===== src/rtl/rv32_pkg.sv =====
// Shared RV32I pipeline definitions: opcodes, forwarding-source encoding, hazard FSM states
// and the producer classification used by the forwarding logic.
package rv32_pkg;

    localparam logic [6:0] OpRr     = 7'b0110011;
    localparam logic [6:0] OpImm    = 7'b0010011;
    localparam logic [6:0] OpLui    = 7'b0110111;
    localparam logic [6:0] OpAuipc  = 7'b0010111;
    localparam logic [6:0] OpJal    = 7'b1101111;
    localparam logic [6:0] OpJalr   = 7'b1100111;
    localparam logic [6:0] OpLoad   = 7'b0000011;
    localparam logic [6:0] OpBranch = 7'b1100011;
    localparam logic [6:0] OpStore  = 7'b0100011;

    localparam logic [1:0] FwdReg = 2'd0;
    localparam logic [1:0] FwdEx  = 2'd1;
    localparam logic [1:0] FwdMem = 2'd2;
    localparam logic [1:0] FwdWb  = 2'd3;

    typedef enum logic {
        StIdle,
        StWait
    } hz_state_e;

    // Branch, Store and unknown opcodes never write rd.
    function automatic logic is_writer(input logic [6:0] op);
        logic w;
        case (op)
            OpRr, OpImm, OpLui, OpAuipc, OpJal, OpJalr, OpLoad: w = 1'b1;
            default:                                            w = 1'b0;
        endcase
        return w;
    endfunction

endpackage


===== src/rtl/fwd_port_mux.sv =====
// Single source-operand forwarding mux: EX > MEM > (WB) > register-file priority.
// WB forwarding is compiled in only when FWD_WB_FWD_EN is defined.
module fwd_port_mux
    import rv32_pkg::*;
#(
    parameter int unsigned XLEN = 32
) (
    input  logic [4:0]      rs,
    input  logic            rs_use,
    input  logic [XLEN-1:0] reg_data,
    input  logic [4:0]      ex_rd,
    input  logic [6:0]      ex_type,
    input  logic [XLEN-1:0] ex_alu,
    input  logic [XLEN-1:0] ex_pc,
    input  logic [4:0]      mem_rd,
    input  logic [6:0]      mem_type,
    input  logic [XLEN-1:0] mem_out,
`ifdef FWD_WB_FWD_EN
    input  logic [4:0]      wb_rd,
    input  logic            wb_we,
    input  logic [XLEN-1:0] wb_data,
`endif
    input  logic            in_wait,
    output logic [XLEN-1:0] fwd,
    output logic [1:0]      fwd_sel,
    output logic            load_req
);

    logic rs_valid;
    logic ex_hit;
    logic mem_hit;

    assign rs_valid = rs_use && (rs != 5'd0);
    assign ex_hit   = rs_valid && (rs == ex_rd) && is_writer(ex_type);
    assign mem_hit  = rs_valid && (rs == mem_rd) && is_writer(mem_type);

`ifdef FWD_WB_FWD_EN
    logic wb_hit;
    assign wb_hit = rs_valid && wb_we && (rs == wb_rd);
`endif

    always_comb begin
        fwd      = reg_data;
        fwd_sel  = FwdReg;
        load_req = 1'b0;
        if (ex_hit) begin
            if (ex_type == OpLoad) begin
                // Load data does not exist yet; hold the reg value and request a stall.
                load_req = 1'b1;
            end else if (ex_type == OpJal || ex_type == OpJalr) begin
                fwd     = ex_pc + XLEN'(4);
                fwd_sel = FwdEx;
            end else begin
                fwd     = ex_alu;
                fwd_sel = FwdEx;
            end
        end else if (mem_hit) begin
            // A multi-cycle load still in MEM has no valid data yet.
            if (!(in_wait && mem_type == OpLoad)) begin
                fwd     = mem_out;
                fwd_sel = FwdMem;
            end
        end
`ifdef FWD_WB_FWD_EN
        else if (wb_hit) begin
            fwd     = wb_data;
            fwd_sel = FwdWb;
        end
`endif
    end

endmodule


===== src/rtl/fwd_hazard_unit.sv =====
// Operand forwarding and load-use hazard unit for the RV32I 5-stage pipeline.
// Define FWD_WB_FWD_EN to add WB-stage forwarding and the wb_* ports.
module fwd_hazard_unit
    import rv32_pkg::*;
#(
    parameter int unsigned XLEN     = 32,
    parameter int unsigned NUM_RS   = 2,
    parameter int unsigned LOAD_LAT = 1,
    parameter int unsigned CNT_W    = 16
) (
    input  logic                   clk,
    input  logic                   rst,
    input  logic                   flush,
    input  logic [NUM_RS*5-1:0]    id_rs,
    input  logic [NUM_RS-1:0]      id_rs_use,
    input  logic [NUM_RS*XLEN-1:0] id_reg,
    input  logic [4:0]             ex_rd,
    input  logic [6:0]             ex_type,
    input  logic [XLEN-1:0]        ex_alu,
    input  logic [XLEN-1:0]        ex_pc,
    input  logic [4:0]             mem_rd,
    input  logic [6:0]             mem_type,
    input  logic [XLEN-1:0]        mem_out,
`ifdef FWD_WB_FWD_EN
    input  logic [4:0]             wb_rd,
    input  logic                   wb_we,
    input  logic [XLEN-1:0]        wb_data,
`endif
    input  logic                   stall_clr,
    output logic [NUM_RS*XLEN-1:0] fwd,
    output logic [NUM_RS*2-1:0]    fwd_sel,
    output logic                   load_stall,
    output logic [CNT_W-1:0]       stall_cycles
);

    localparam int unsigned LatW = $clog2(LOAD_LAT + 1);

    hz_state_e         state_q, state_d;
    logic [LatW-1:0]   wait_cnt_q, wait_cnt_d;
    logic [CNT_W-1:0]  stall_cnt_q;
    logic [NUM_RS-1:0] load_req;
    logic              in_wait;

    assign in_wait = (state_q == StWait);

    for (genvar k = 0; k < NUM_RS; k++) begin : g_port
        fwd_port_mux #(
            .XLEN(XLEN)
        ) u_mux (
            .rs       (id_rs[5*k +: 5]),
            .rs_use   (id_rs_use[k]),
            .reg_data (id_reg[XLEN*k +: XLEN]),
            .ex_rd    (ex_rd),
            .ex_type  (ex_type),
            .ex_alu   (ex_alu),
            .ex_pc    (ex_pc),
            .mem_rd   (mem_rd),
            .mem_type (mem_type),
            .mem_out  (mem_out),
`ifdef FWD_WB_FWD_EN
            .wb_rd    (wb_rd),
            .wb_we    (wb_we),
            .wb_data  (wb_data),
`endif
            .in_wait  (in_wait),
            .fwd      (fwd[XLEN*k +: XLEN]),
            .fwd_sel  (fwd_sel[2*k +: 2]),
            .load_req (load_req[k])
        );
    end

    always_comb begin
        state_d    = state_q;
        wait_cnt_d = wait_cnt_q;
        load_stall = 1'b0;
        unique case (state_q)
            StIdle: begin
                load_stall = |load_req;
                // With single-cycle memory the bubble alone lets MEM forwarding take over.
                if (|load_req && LOAD_LAT > 1) begin
                    state_d    = StWait;
                    wait_cnt_d = LatW'(LOAD_LAT - 1);
                end
            end
            StWait: begin
                load_stall = 1'b1;
                wait_cnt_d = wait_cnt_q - LatW'(1);
                if (wait_cnt_q == LatW'(1)) begin
                    state_d = StIdle;
                end
            end
            default: begin
                state_d    = StIdle;
                wait_cnt_d = '0;
            end
        endcase
        if (flush) begin
            load_stall = 1'b0;
            state_d    = StIdle;
            wait_cnt_d = '0;
        end
    end

    always_ff @(posedge clk or posedge rst) begin
        if (rst) begin
            state_q    <= StIdle;
            wait_cnt_q <= '0;
        end else begin
            state_q    <= state_d;
            wait_cnt_q <= wait_cnt_d;
        end
    end

    always_ff @(posedge clk or posedge rst) begin
        if (rst) begin
            stall_cnt_q <= '0;
        end else if (stall_clr) begin
            stall_cnt_q <= '0;
        end else if (load_stall && !(&stall_cnt_q)) begin
            stall_cnt_q <= stall_cnt_q + CNT_W'(1);
        end
    end

    assign stall_cycles = stall_cnt_q;

endmodule

===== config.mk =====
export PLATFORM = sky130hd
export DESIGN_NAME = fwd_hazard_unit
export DESIGN_NICKNAME = d
export VERILOG_FILES = /design/src/rtl/rv32_pkg.sv /design/src/rtl/fwd_port_mux.sv /design/src/rtl/fwd_hazard_unit.sv
export SDC_FILE = /design/constraint.sdc
export NUM_CORES = 1
export LEC_CHECK = 0
export ABC_CLOCK_PERIOD_IN_PS = 4100
export CAP_MARGIN = 10
export CORE_AREA = 2 2 111 113
export CTS_CLUSTER_SIZE = 40
export DETAILED_ROUTE_END_ITERATION = 6
export DIE_AREA = 0 0 113 115
export PLACE_DENSITY = 0.74
export SLEW_MARGIN = 20
export SYNTH_ARGS = -nofsm -noshare
export SYNTH_HDL_FRONTEND = slang
export SYNTH_SLANG_ARGS = --single-unit

===== constraint.sdc =====
create_clock -name clk -period 4.1 [get_ports clk]
set_input_delay 0.82 -clock clk [delete_from_list [all_inputs] [get_ports clk]]
set_output_delay 0.82 -clock clk [all_outputs]
set_load 0.02 [all_outputs]

After elaboration in Yosys (flattened, before gate mapping)
Index checks and enable logic that the tools add are counted.
{"block": "word_totals", "rom_bits": 0, "input_bits": 200, "out_inout_bits": 85, "mem_bits_rw": 0, "mem_count": 0, "latchBits": 0, "elab_cells": 76, "reg_bits": 18}
{"block": "classes", "n_lt_le_gt_ge": 0, "addsub": 3, "shift": 0, "reduce_logical": 22, "div_mod_pow": 0, "mul": 0, "muxes": 29, "n_eq_ne": 18, "bitwise": 1}
{"operator": "$mux 32", "count": 9}
{"operator": "$add 32x3->32 const B", "count": 1}
{"operator": "$mux 16", "count": 2}
{"operator": "$eq 7x5->1 const B", "count": 4}
{"operator": "$eq 7x6->1 const B", "count": 4}
{"operator": "$eq 7x7->1 const B", "count": 4}
{"operator": "$eq 5x5->1", "count": 4}
{"operator": "$add 16x1->16 const B", "count": 1}
{"operator": "$reduce_and 16->1", "count": 1}
{"operator": "$eq 7x2->1 const B", "count": 2}
{"operator": "$reduce_or 7->1", "count": 2}
{"operator": "$logic_and 1x1->1", "count": 12}
{"operator": "$mux 1", "count": 12}
{"operator": "$mux 2", "count": 5}
{"operator": "$reduce_bool 5->1", "count": 2}
{"operator": "$reduce_bool 2->1", "count": 2}
{"operator": "$pmux 1 s2", "count": 1}
{"operator": "$reduce_or 2->1", "count": 1}
{"operator": "$logic_not 1->1", "count": 1}
{"operator": "$logic_or 1x1->1", "count": 1}
{"operator": "$not 1->1", "count": 1}
{"operator": "$sub 1x1->1 const B", "count": 1}

Depth between registers and ports, before layout
{"block": "depth", "word_depth": 11, "depth_mapped": 9, "mapped_depth_nobuf": 8}

Hierarchy
A second synthesis with hierarchy kept.
{"block": "unflattened", "hier_cells": 689, "area_unflattened_um2": 4933.5}
{"module": "fwd_port_mux at g_port[1].u_mux", "seq_area_each_um2": 0.0, "n_inst": 1, "area_per_inst_um2": 2134.5, "cells_per_inst": 298}
{"module": "fwd_port_mux at g_port[0].u_mux", "seq_area_each_um2": 0.0, "n_inst": 1, "area_per_inst_um2": 1745.4, "cells_per_inst": 278}
{"module": "fwd_hazard_unit", "seq_area_each_um2": 450.4, "n_inst": 1, "area_per_inst_um2": 1053.5, "cells_per_inst": 113}

Worst setup path after synthesis
Ideal clock, no wire load.
{"block": "synth_timing", "path_type": "input to output", "from": "in id_rs[5]", "to": "out fwd[50]", "arrival_time_ps": 2741, "required_ps": 3280, "path_stages": 8, "path_buffers": 1, "slack_ps": 539, "cell_sequence": "or4_1 o21ai_1 nand4b_1 nand3_1 inv_2 buf_2 a21oi_1 o22ai_1"}
{"block": "synth_via", "elab_chain_cells": 6, "word_cells_on_any_way": 10, "classes_between": "2 x eq/ne; 2 x mux; 6 x reduce/logical"}
{"item": "start: declaration", "line": "fwd_hazard_unit.sv:14", "source": "input logic [NUM_RS*5-1:0] id_rs,"}
{"item": "$reduce_bool 5->1", "line": "fwd_port_mux.sv:33", "source": "assign rs_valid = rs_use && (rs != 5'd0);"}
{"item": "$logic_and 1x1->1", "line": "fwd_port_mux.sv:33"}
{"item": "$logic_and 1x1->1 (2 in a row)", "line": "fwd_port_mux.sv:35", "source": "assign mem_hit = rs_valid && (rs == mem_rd) && is_writer(mem_type);"}
{"item": "$mux 32", "line": "fwd_port_mux.sv:57", "source": "end else if (mem_hit) begin"}
{"item": "$mux 32 (*)", "line": "fwd_port_mux.sv:46", "source": "if (ex_hit) begin"}
{"item": "end: declaration", "line": "fwd_hazard_unit.sv:30", "source": "output logic [NUM_RS*XLEN-1:0] fwd,"}
Every way passes the cells marked *; elsewhere a longest branch is shown, timed or not.

Final worst setup path
{"block": "layout_timing", "from": "in ex_type[4]", "to": "out fwd[21]"}
{"block": "layout_via", "elab_chain_cells": 5, "word_cells_on_any_way": 14, "classes_between": "7 x eq/ne; 4 x mux; 3 x reduce/logical"}
{"item": "start: declaration", "line": "fwd_hazard_unit.sv:18", "source": "input logic [6:0] ex_type,"}
{"item": "$eq 7x6->1, or another cell as far along", "line": "rv32_pkg.sv:28", "source": "case (op)"}
{"item": "$reduce_or 7->1 or $logic_or 1x1->1 (tied branches)", "line": "rv32_pkg.sv:28, fwd_port_mux.sv:50"}
{"item": "$mux 1 or $mux 32 (tied branches)", "line": "rv32_pkg.sv:28, fwd_port_mux.sv:50"}
{"item": "$logic_and 1x1->1 or $mux 32 (tied branches)", "line": "fwd_port_mux.sv:34, fwd_port_mux.sv:47"}
{"item": "$mux 32 (*)", "line": "fwd_port_mux.sv:46"}
Marks and branches as above.

==> flow_metrics.env <==
export IMPL_wl_per_cell_um=21.30
export IMPL_max_slew_margin_rel_pct=49.24
export IMPL_finalHoldViolCount=0
export IMPL_drcViolationCount=20
export IMPL_drtIter0Drc=690
export IMPL_design_area_um2=7465
export IMPL_area_delta_synth_final_pct=116.0
export IMPL_cp_end_kind="output port"
export IMPL_period_needed_ps=4082
export IMPL_io_buffers=284
export IMPL_drv_cap=0
export IMPL_wirelength_um=22540
export IMPL_vias_per_cell=5.610
export IMPL_setup_worst_path_class="in2out"
export IMPL_dr_pass1_iters=7
export IMPL_ys_flop_type="dfrtp_1"
export IMPL_initial_core_util_pct=29.26
export IMPL_synthMostInstantiatedCell="nor2_1"
export IMPL_timing_final_ws_setup_ps=18.19
export IMPL_synth_avg_cell_area_um2=6.484
export IMPL_fin_cells=1058
export IMPL_clkTransAtPathRegs_ps=50
export IMPL_cts_buffers=3
export IMPL_synth_adder_area_share_pct=0.7241
export IMPL_outcome="complete, but fails checks"
export IMPL_leakage_nw=3.140
export IMPL_clockRootBuffer="clkbuf_16"
export IMPL_setup_viol=0
export IMPL_synth_largest_area_cell="dfrtp_1"
export IMPL_clock_latency_ps=250
export IMPL_gr_total_overflow=0
export IMPL_drive_gt1_share_pct=23.41
export IMPL_rsz0062_at_grt="yes"
export IMPL_violations="DRC"
export IMPL_seq_area_um2=450.4
export IMPL_pre_cts_slack_ps=-480.1
export IMPL_synth_nets=735
export IMPL_synth_common_cells="70 x nor2_1, 50 x nand2_1, 46 x a21oi_1"
export IMPL_synth_seq_cells=18
export IMPL_grt_antenna_before_repair=1
export IMPL_drt_antenna_violating_nets=0
export IMPL_clock_sinks=18
export IMPL_die_h_um=115
export IMPL_hold_path_class="reg2reg"
export IMPL_fillers=1066
export IMPL_sw_frac_of_total_pct=31.78
export IMPL_power_frac_seq_pct=19.9
export IMPL_synthDistinctLibCells=49
export IMPL_row_count=40
export IMPL_synth_top_area_share_pct=13.03
export IMPL_synth_edf_count=0
export IMPL_worst_slew_pin_slew_ps=760.5
export IMPL_htree_levels=1
export IMPL_clock_power_share_pct=21.8
export IMPL_async_flop_share_pct=100.0
export IMPL_multi_input_area_um2=3000
export IMPL_cts_tree="built"
export IMPL_holdBufCountCts=0
export IMPL_gp_congestion=0.9869
export IMPL_ir_drop_mv=0.1200
export IMPL_coreArea_um2=11810
export IMPL_nNetsFinal=1114
export IMPL_clockBufferDepth=2
export IMPL_internal_power_w=0.0006096
export IMPL_cp_required_ps=3280
export IMPL_cp_arrival_ps=3260
export IMPL_yosys_warnings=0
export IMPL_die_w_um=113
export IMPL_dpl_cell_area_um2=7239
export IMPL_place_hpwl_um=18010
export IMPL_synth_top_family_by_area="simple AND/OR/NAND/NOR gates"
export IMPL_synth_area_leaders="dfrtp_1 13%, nor2_1 7.6%, xor2_1 7.6%"
export IMPL_muxShareOfSynthArea_pct=1.448
export IMPL_worstPathMaxFanout=11
export IMPL_grt_start_max_net_pins=24
export IMPL_ys_seq_area_share_pct=13.03
export IMPL_grt_total_usage_pct=32.16
export IMPL_syn_inst=533
export IMPL_grt_pass1_vias=5794
export IMPL_power_share_combinational_pct=58.3
export IMPL_fin_crit_sh_pct=99.56
export IMPL_worst_setup_path_start_kind="input port"
export IMPL_design_die_area_um2=13000
export IMPL_syn_area_um2=3456
export IMPL_slew_violations=0
export IMPL_p_sw_w=0.0002840
export IMPL_dpl_cell_count=1041
export IMPL_ioPinCount=285
export IMPL_vias=5935
export IMPL_synth_xor_area_share_pct=14.70
export IMPL_grt_pass1_wl_um=32770
export IMPL_power_density_nw_per_um2=119.7
export IMPL_synth_simple_gate_area_share_pct=36.60
export IMPL_skew_ps=0.7937
export IMPL_max_freq_mhz=245.0
export IMPL_synth_compound_area_share_pct=28.24
metrics by stage:
step | total power [W] | hold slack, ps | setup TNS (ps) | utilization, %
2_1_floorplan | 0.0003402 | 428.2 | 0 | -
3_5_place_dp | 0.0007035 | 477.4 | -20440 | 61.29
4_1_cts | 0.0008807 | 484.0 | -132.9 | 61.96
5_1_grt | 0.0009340 | 521.3 | -912.5 | 63.20
6_report | 0.0008935 | 490.8 | 0 | 63.20
3_3_place_gp | 0.0006971 | 443.2 | -17830 | 61.29
logic make-up (layout without fill, tap and decap cells):
logic type,count (synthesis),in the layout
compound gates,160,160
xor+xnor,58,58
fa+ha+maj,2,2
buf+inv,41,416
flops,18,18
mux,5,5
other cells,0,1
simple gates,249,251
worst max-delay path: stages:
cell	delay (ps)
clkdlybuf4s50_1	440
nand4b_1	250
o22ai_2	250
buf_6	140
and4_4	290
buf_12	110
buf_4	160
nand2_8	90
buf_12	170
and3_1	170
a21oi_2	130
o21ai_1	80
buf_4	160
state kept, by name, summed over array words and instances (netlist names):
register / cells
in_wait: 1
stall_cycles: 16
wait_cnt_q: 1
path summary, 6_finish.rpt:
path                                 start               end  slack, ps  depth (start not counted)
setup / recovery                ex_type[4]           fwd[21]         20                         13
hold reg to reg                 wait_cnt_q           in_wait        490                          1
hold / removal                  wait_cnt_q           in_wait        490                          1
max in group asynchronous              rst   stall_cycles[0]       2620                          2
setup reg to reg           stall_cycles[0]   stall_cycles[9]       1900                          9
min in group asynchronous              rst  stall_cycles[14]       1010                          2
cells in the final DEF, fill, tap and decap left out, types with 6 or more instances in the layout:
cell	count
xnor2_1	27
dlygate4sd2_1	7
nand2_1	48
o211ai_1	22
clkdlybuf4s50_1	210
nand3_1	28
nor2_1	66
buf_2	16
o22ai_1	23
and4_1	6
dfrtp_1	18
nand4_1	16
clkdlybuf4s15_1	8
nor3_1	17
buf_6	6
buf_12	7
a22oi_1	8
a21oi_1	41
xor2_1	30
o21ai_0	13
inv_1	8
and3_1	31
dlymetal6s2s_1	9
o21ai_1	27
buf_4	123
clkbuf_2	11
area by class of cell:
class	count	area share, %
diodes	1	0.03352
clock buffers	3	1.006
inverters	9	0.4526
multi-input cells	476	40.19
flip-flops and latches	18	6.034
well taps	147	2.464
repair buffers	404	49.82
routing by layer:
layer  up-vias  wire length, um  GRT usage [%]
li1       2755                -              -
met1      2813             9090          40.91
met2       318            11140          57.88
met3        49             1695          3.848
met4         0              613          8.211
met5         -                0              0
power by group through the flow:
stage	registers [W]	clock network [W]	logic (W)
6_report	0.000178	0.000194	0.000521
4_1_cts	0.000178	0.000196	0.000507
3_5_place_dp	0.000181	0	0.000523
5_1_grt	0.000178	0.000205	0.000552
3_3_place_gp	0.000181	0	0.000516
2_1_floorplan	0.000181	0	0.000159
timing repair:
item,in CTS,in global routing
resized for setup,191,77
pin swaps,5,10
endpoints found under the setup margin,65,61
cloned,3,1
setup buffers,5,5
(Power assumes the default switching activity.)
